--- src/rtl/sha256_pkg.sv ---
// Shared types and constants for the SHA-256 nonce sequencer and its worker.
package sha256_pkg;

    typedef logic [7:0][31:0] hash_t;
    typedef logic [2:0][31:0] tail_t;

    typedef enum logic [2:0] {
        S_IDLE,
        S_P2_RUN,
        S_P3_RUN,
        S_WRITE,
        S_DONE
    } state_e;

    // Word 0 is H0.
    localparam hash_t SHA256_IV = {
        32'h5be0cd19, 32'h1f83d9ab, 32'h9b05688c, 32'h510e527f,
        32'ha54ff53a, 32'h3c6ef372, 32'hbb67ae85, 32'h6a09e667
    };

endpackage

--- src/rtl/sha256_pass_watchdog.sv ---
// Per-pass watchdog: reloads on every state entry, counts down while a pass runs,
// and flags timeout in the TIMEOUT-th cycle of the pass.
module sha256_pass_watchdog #(
    parameter int TIMEOUT = 80
) (
    input  logic clk,
    input  logic reset_n,
    input  logic load,
    input  logic run,
    output logic timeout
);
    localparam int CW = $clog2(TIMEOUT + 1);

    logic [CW-1:0] cnt_q, cnt_d;

    always_comb begin
        cnt_d = cnt_q;
        if (load)
            cnt_d = CW'(TIMEOUT - 1);
        else if (run && cnt_q != '0)
            cnt_d = cnt_q - 1'b1;
    end

    always_ff @(posedge clk or negedge reset_n) begin
        if (!reset_n) cnt_q <= '0;
        else          cnt_q <= cnt_d;
    end

    assign timeout = run && (cnt_q == '0);

endmodule

--- src/rtl/sha256_nonce_scheduler.sv ---
// Drives one SHA-256 worker through phase 2 then phase 3 for each nonce of a job,
// writes H0 per nonce, tracks the first H0 <= target, and aborts stalled passes.
module sha256_nonce_scheduler
    import sha256_pkg::*;
#(
    parameter int NUM_NONCES = 16,
    parameter int TIMEOUT    = 80
) (
    input  logic        clk,
    input  logic        reset_n,
    input  logic        go,
    input  hash_t       midstate,
    input  tail_t       msg_tail,
    input  logic [31:0] target,
    output logic        busy,
    output logic        done,
    output logic        err,
    output logic        worker_start,
    output logic        worker_phase_sel,
    output logic [3:0]  worker_nonce,
    output hash_t       worker_hi,
    output tail_t       worker_msg_tail,
    input  hash_t       worker_ho,
    input  logic        worker_finish,
    output logic        res_we,
    output logic [3:0]  res_idx,
    output logic [31:0] res_word,
    output logic        found,
    output logic [3:0]  found_nonce
);
    state_e      state_q, state_d;
    hash_t       mid_q, mid_d, p2_q, p2_d;
    tail_t       tail_q, tail_d;
    logic [31:0] target_q, target_d, res_word_q, res_word_d;
    logic [3:0]  nonce_q, nonce_d, found_nonce_q, found_nonce_d;
    logic        err_q, err_d, found_q, found_d;
    logic        run, wd_load, wd_timeout;

    assign run     = (state_q == S_P2_RUN) || (state_q == S_P3_RUN);
    assign wd_load = (state_d != state_q);

    sha256_pass_watchdog #(.TIMEOUT(TIMEOUT)) u_wd (
        .clk     (clk),
        .reset_n (reset_n),
        .load    (wd_load),
        .run     (run),
        .timeout (wd_timeout)
    );

    // A finish in the same cycle as the timeout wins: it is tested first.
    always_comb begin
        state_d       = state_q;
        mid_d         = mid_q;
        tail_d        = tail_q;
        target_d      = target_q;
        p2_d          = p2_q;
        nonce_d       = nonce_q;
        res_word_d    = res_word_q;
        err_d         = err_q;
        found_d       = found_q;
        found_nonce_d = found_nonce_q;
        unique case (state_q)
            S_IDLE: if (go) begin
                mid_d         = midstate;
                tail_d        = msg_tail;
                target_d      = target;
                nonce_d       = '0;
                err_d         = 1'b0;
                found_d       = 1'b0;
                found_nonce_d = '0;
                state_d       = S_P2_RUN;
            end
            S_P2_RUN: begin
                if (worker_finish) begin
                    p2_d    = worker_ho;
                    state_d = S_P3_RUN;
                end else if (wd_timeout) begin
                    err_d   = 1'b1;
                    state_d = S_DONE;
                end
            end
            S_P3_RUN: begin
                if (worker_finish) begin
                    res_word_d = worker_ho[0];
                    state_d    = S_WRITE;
                end else if (wd_timeout) begin
                    err_d   = 1'b1;
                    state_d = S_DONE;
                end
            end
            S_WRITE: begin
                if (!found_q && res_word_q <= target_q) begin
                    found_d       = 1'b1;
                    found_nonce_d = nonce_q;
                end
                if (nonce_q == 4'(NUM_NONCES - 1)) begin
                    state_d = S_DONE;
                end else begin
                    nonce_d = nonce_q + 1'b1;
                    state_d = S_P2_RUN;
                end
            end
            S_DONE:  state_d = S_IDLE;
            default: state_d = S_IDLE;
        endcase
    end

    always_ff @(posedge clk or negedge reset_n) begin
        if (!reset_n) begin
            state_q       <= S_IDLE;
            mid_q         <= '0;
            tail_q        <= '0;
            target_q      <= '0;
            p2_q          <= '0;
            nonce_q       <= '0;
            res_word_q    <= '0;
            err_q         <= 1'b0;
            found_q       <= 1'b0;
            found_nonce_q <= '0;
        end else begin
            state_q       <= state_d;
            mid_q         <= mid_d;
            tail_q        <= tail_d;
            target_q      <= target_d;
            p2_q          <= p2_d;
            nonce_q       <= nonce_d;
            res_word_q    <= res_word_d;
            err_q         <= err_d;
            found_q       <= found_d;
            found_nonce_q <= found_nonce_d;
        end
    end

    // Start stays high on the finish cycle so the worker parks instead of relaunching.
    assign worker_start     = !(run && !worker_finish);
    assign worker_phase_sel = (state_q == S_P3_RUN);
    assign worker_hi        = (state_q == S_P3_RUN) ? p2_q : mid_q;
    assign worker_nonce     = nonce_q;
    assign worker_msg_tail  = tail_q;

    assign busy        = (state_q != S_IDLE);
    assign done        = (state_q == S_DONE);
    assign err         = err_q;
    assign res_we      = (state_q == S_WRITE);
    assign res_idx     = nonce_q;
    assign res_word    = res_word_q;
    assign found       = found_q;
    assign found_nonce = found_nonce_q;

endmodule

--- config.mk ---
export PLATFORM = sky130hd
export DESIGN_NAME = sha256_nonce_scheduler
export DESIGN_NICKNAME = d
export VERILOG_FILES = /design/src/rtl/sha256_pkg.sv /design/src/rtl/sha256_pass_watchdog.sv /design/src/rtl/sha256_nonce_scheduler.sv
export SDC_FILE = /design/constraint.sdc
export NUM_CORES = 1
export LEC_CHECK = 0
export ABC_AREA = 1
export BUFFER_PORTS_ARGS = -buffer_cell sky130_fd_sc_hd__buf_2
export CAP_MARGIN = 20
export CORE_AREA = 2 2 404 406
export CTS_CLUSTER_SIZE = 40
export DETAILED_ROUTE_END_ITERATION = 8
export DIE_AREA = 0 0 406 408
export SLEW_MARGIN = 25
export SYNTH_ARGS = -nofsm -noshare
export SYNTH_HDL_FRONTEND = slang
export SYNTH_SLANG_ARGS = --single-unit
--- constraint.sdc ---
create_clock -name clk -period 1.85 [get_ports clk]
set_input_delay 0.37 -clock clk [delete_from_list [all_inputs] [get_ports clk]]
set_output_delay 0.37 -clock clk [all_outputs]
set_load 0.05 [all_outputs]
==> flow_summary.json <==
{
  "io_buffers": 1046,
  "die_h_um": 408,
  "cap_violations": 0,
  "fin_nets": 6174,
  "setup_violations": 435,
  "ys_top_cells_by_area": "dfrtp_1 (58%), nand2_1 (21%), o21ai_0 (10%)",
  "vias_per_cell": 4.25,
  "drc": 0,
  "root_buffer": "clkbuf_16",
  "regToRegStartpoint": "res_word[31]",
  "die_w_um": 406,
  "drt_iter0_markers": 2963,
  "hpwl_um": 103000,
  "critPathLaunch": "state_q[2]",
  "synth.mux.area_fraction": 0,
  "peakVddDrop_mv": 2.05,
  "min_period_ns": 2.77,
  "hold_violations": 0,
  "routed_wl_um": 149000,
  "grt_max_degree": 97,
  "tritoncts": "yes",
  "outcome": "finished with violations",
  "syn_area_mm2": 0.0297,
  "p_per_area_mw_per_mm2": 1970,
  "placed_cells": 6881,
  "clk_latency_ns": 0.69,
  "ys_warn_count": 0,
  "worst_slew_pin_slew_ns": 0.547,
  "antenna_left": 0,
  "synth_top_cell_by_area": "dfrtp_1",
  "clockBufferDepth": 3,
  "hold_class": "input pin to flop",
  "gp_congestion": 0.964,
  "fin_crit_sh": 1.50,
  "grt_pass1_wl_um": 207000,
  "rows": 148,
  "timing.rr.end": "found_nonce[1]",
  "required_ns": 1.48,
  "fin_cells": 7753,
  "maxSlewViolCount": 0,
  "fmax_mhz": 361,
  "worstHoldPathCells": 3,
  "layout-drive-gt1-share": 0.323,
  "setup_slack_ns": -0.918,
  "synth_fa_ha_area_frac": 0.0143,
  "violations": "setup timing",
  "criticalPathCategory": "flop to output pin",
  "io_pins": 1047,
  "synth_cells": 3612,
  "antenna_found_initial": 36,
  "routedWlPerCell_um": 19.2,
  "p_sw_frac": 0.487,
  "p_int_mw": 53.6,
  "power_frac_comb": 0.582,
  "p_sw_mw": 50.9,
  "synth-compound-area-share": 0.107,
  "crit_end": "worker_hi[215]",
  "core-area_mm2": 0.162,
  "synth_cell_types": 28,
  "n_fill_cell": 16100,
  "cts-htree-levels": 3,
  "gr-total-overflow": 0,
  "track_usage": 0.166,
  "dr.pass1.iters": 6,
  "rsz0062_at_grt": "true",
  "reg2reg_setup_slack_ns": -0.25,
  "p_leak_nw": 26.6,
  "syn_avg_cell_area_um2": 8.22,
  "synth.top_cell.area_share": 0.583,
  "syn-num-nets": 4290,
  "dieArea_mm2": 0.166,
  "synth_top_family_by_area": "simple AND/OR/NAND/NOR gates",
  "worst-path-max-fanout": 8,
  "clkSinkCount": 692,
  "crit_arrival_ns": 2.40,
  "p_seq_frac": 0.255,
  "synth_simple_gate_area_frac": 0.217,
  "pwr-share-clk": 0.163,
  "area_growth_pct": 78.7,
  "cp-end-kind": "output pin",
  "startpoint_type": "flop",
  "synth_seq_cells": 692,
  "fin_util": 0.328,
  "synth_seq_area_share": 0.583,
  "synth-xor-area-share": 0.00118,
  "reg2reg_depth": 13,
  "path_clk_slew_ns": 0.06,
  "grt_pass1_vias": 33100,
  "dp_slack_ns": -0.356,
  "skew_ns": 0.0276,
  "start_util": 0.184,
  "via_count": 33000,
  "slew_headroom": 0.635,
  "cts_made_buffers": 82
}
## critical path: stages (launching register included)
cell	delay, ns
dfrtp_2	0.41
inv_2	0.08
nand3_4	0.14
inv_16	0.11
buf_16	0.19
buf_16	0.19
buf_16	0.15
nand2_2	0.06
o21ai_2	0.08
buf_4	0.14
buf_12	0.13
## routing by layer
layer / track usage / vias to the layer above / routed length (um)
met5: 0 / - / 11
met4: 0.0776 / 2 / 8140
met3: 0.0363 / 449 / 11600
met2: 0.279 / 1722 / 70600
met1: 0.202 / 15800 / 58400
li1: - / 15000 / -
## cells in the mapped netlist
cell type and instances:
nand3_1 17, dfrtp_1 692, nand2_2 5, o21a_1 1, o21ai_1 1, ha_1 34, clkbuf_1 56, nand2_1 1632
nor3_2 2, nand4_1 5, buf_1 17, nor2_1 21, nor2_2 1, buf_2 120, o22ai_1 1, nand3b_1 1
buf_4 14, a21o_1 2, nor2_4 1, xor2_1 4, nor3_4 1, nand3_2 1, a21oi_1 17, inv_1 340
o21ai_0 614, or2_1 1, inv_2 8, nor3_1 3
## how the worst min path moves through the flow
stage / to / startpoint / slack [ns]
2_1_floorplan: err / reset_n / 0.07
3_3_place_gp: p2_q[222] / reset_n / 0.26
3_5_place_dp: p2_q[222] / reset_n / 0.27
4_1_cts: state_q[0] / worker_finish / 0.0006
5_1_grt: target_q[6] / target[6] / 0.0001
6_report: target_q[6] / target[6] / 0.06
## per-stage QoR
stage | power [mW] | hold slack (ns) | TNS [ns] | cell area (um2)
floorplan | 57.3 | 0.0744 | -115.62 | 30100
finish | 104 | 0.0632 | -208.63 | 53100
global route | 109 | 0.000137 | -274.73 | 53100
detailed placement | 76.5 | 0.266 | -67.50 | 40400
global placement | 76.0 | 0.264 | -64.05 | 40400
CTS | 99.3 | 0.000576 | -249.60 | 51000
## cells in the final DEF (no fill, tap or decap), types with 8 or more instances in the layout
| cell | n |
|---|---|
| buf_6 | 159 |
| clkbuf_16 | 101 |
| nand2_2 | 52 |
| buf_12 | 106 |
| bufinv_16 | 8 |
| o21ai_1 | 21 |
| diode_2 | 22 |
| buf_16 | 19 |
| clkbuf_8 | 14 |
| ha_1 | 34 |
| dfrtp_1 | 674 |
| dlygate4sd3_1 | 634 |
| dfrtp_2 | 18 |
| buf_8 | 21 |
| o21ai_4 | 34 |
| buf_2 | 811 |
| a21oi_1 | 17 |
| clkbuf_1 | 21 |
| o21ai_0 | 413 |
| nand2_1 | 1554 |
| nor2_1 | 21 |
| inv_1 | 340 |
| nand3_1 | 16 |
| o21ai_2 | 147 |
| buf_4 | 232 |
| nand2_4 | 31 |
## repair_timing
item,in CTS,in global routing
gates resized for setup,331,526
cloned,17,23
buffers inserted,14,25
pin swaps,3,1
hold endpoints to repair,1018,0
hold buffers,634,0
endpoints found under the setup margin,358,727
## state kept, by name (all words and copies together) (netlist names)
signal and cells:
err 1, worker_msg_tail 96, res_idx 4, found 1
u_wd.cnt_q 7, p2_q 256, res_word 32, target_q 32
state_q 3, mid_q 256, found_nonce 4
## power by group through the flow
stage                     Clock (mW)  Combinational (mW)  Sequential (mW)
final                           17.0                60.8             26.6
after global routing            18.0                64.2             27.2
after CTS                       17.4                55.7             26.2
after detailed placement           0                50.2             26.3
after global placement             0                49.8             26.2
after floorplan                    0                27.8             29.5
## logic make-up after synthesis
family | Yosys count
XOR/XNOR | 4
AND/OR/NAND/NOR | 1691
adder cells (fa/ha/maj) | 34
AO/OA/AOI/OAI | 636
flip-flops | 692
buffers and inverters | 555
## final cells by class
class                           count  area (um2)  share of cell area
Sequential cell                   692       17300               0.327
Clock inverter                     26         437             0.00823
Timing Repair Buffer             2006       17400               0.328
Multi-Input combinational cell   2365       11400               0.215
Clock buffer                      118        2350              0.0442
Inverter                          348        1340              0.0252
Tap cell                         2175        2720              0.0513
Timing Repair inverter              1        30.0            0.000566
Antenna cell                       22        55.1             0.00104
No activity file was read; power rests on OpenSTA's default activity.
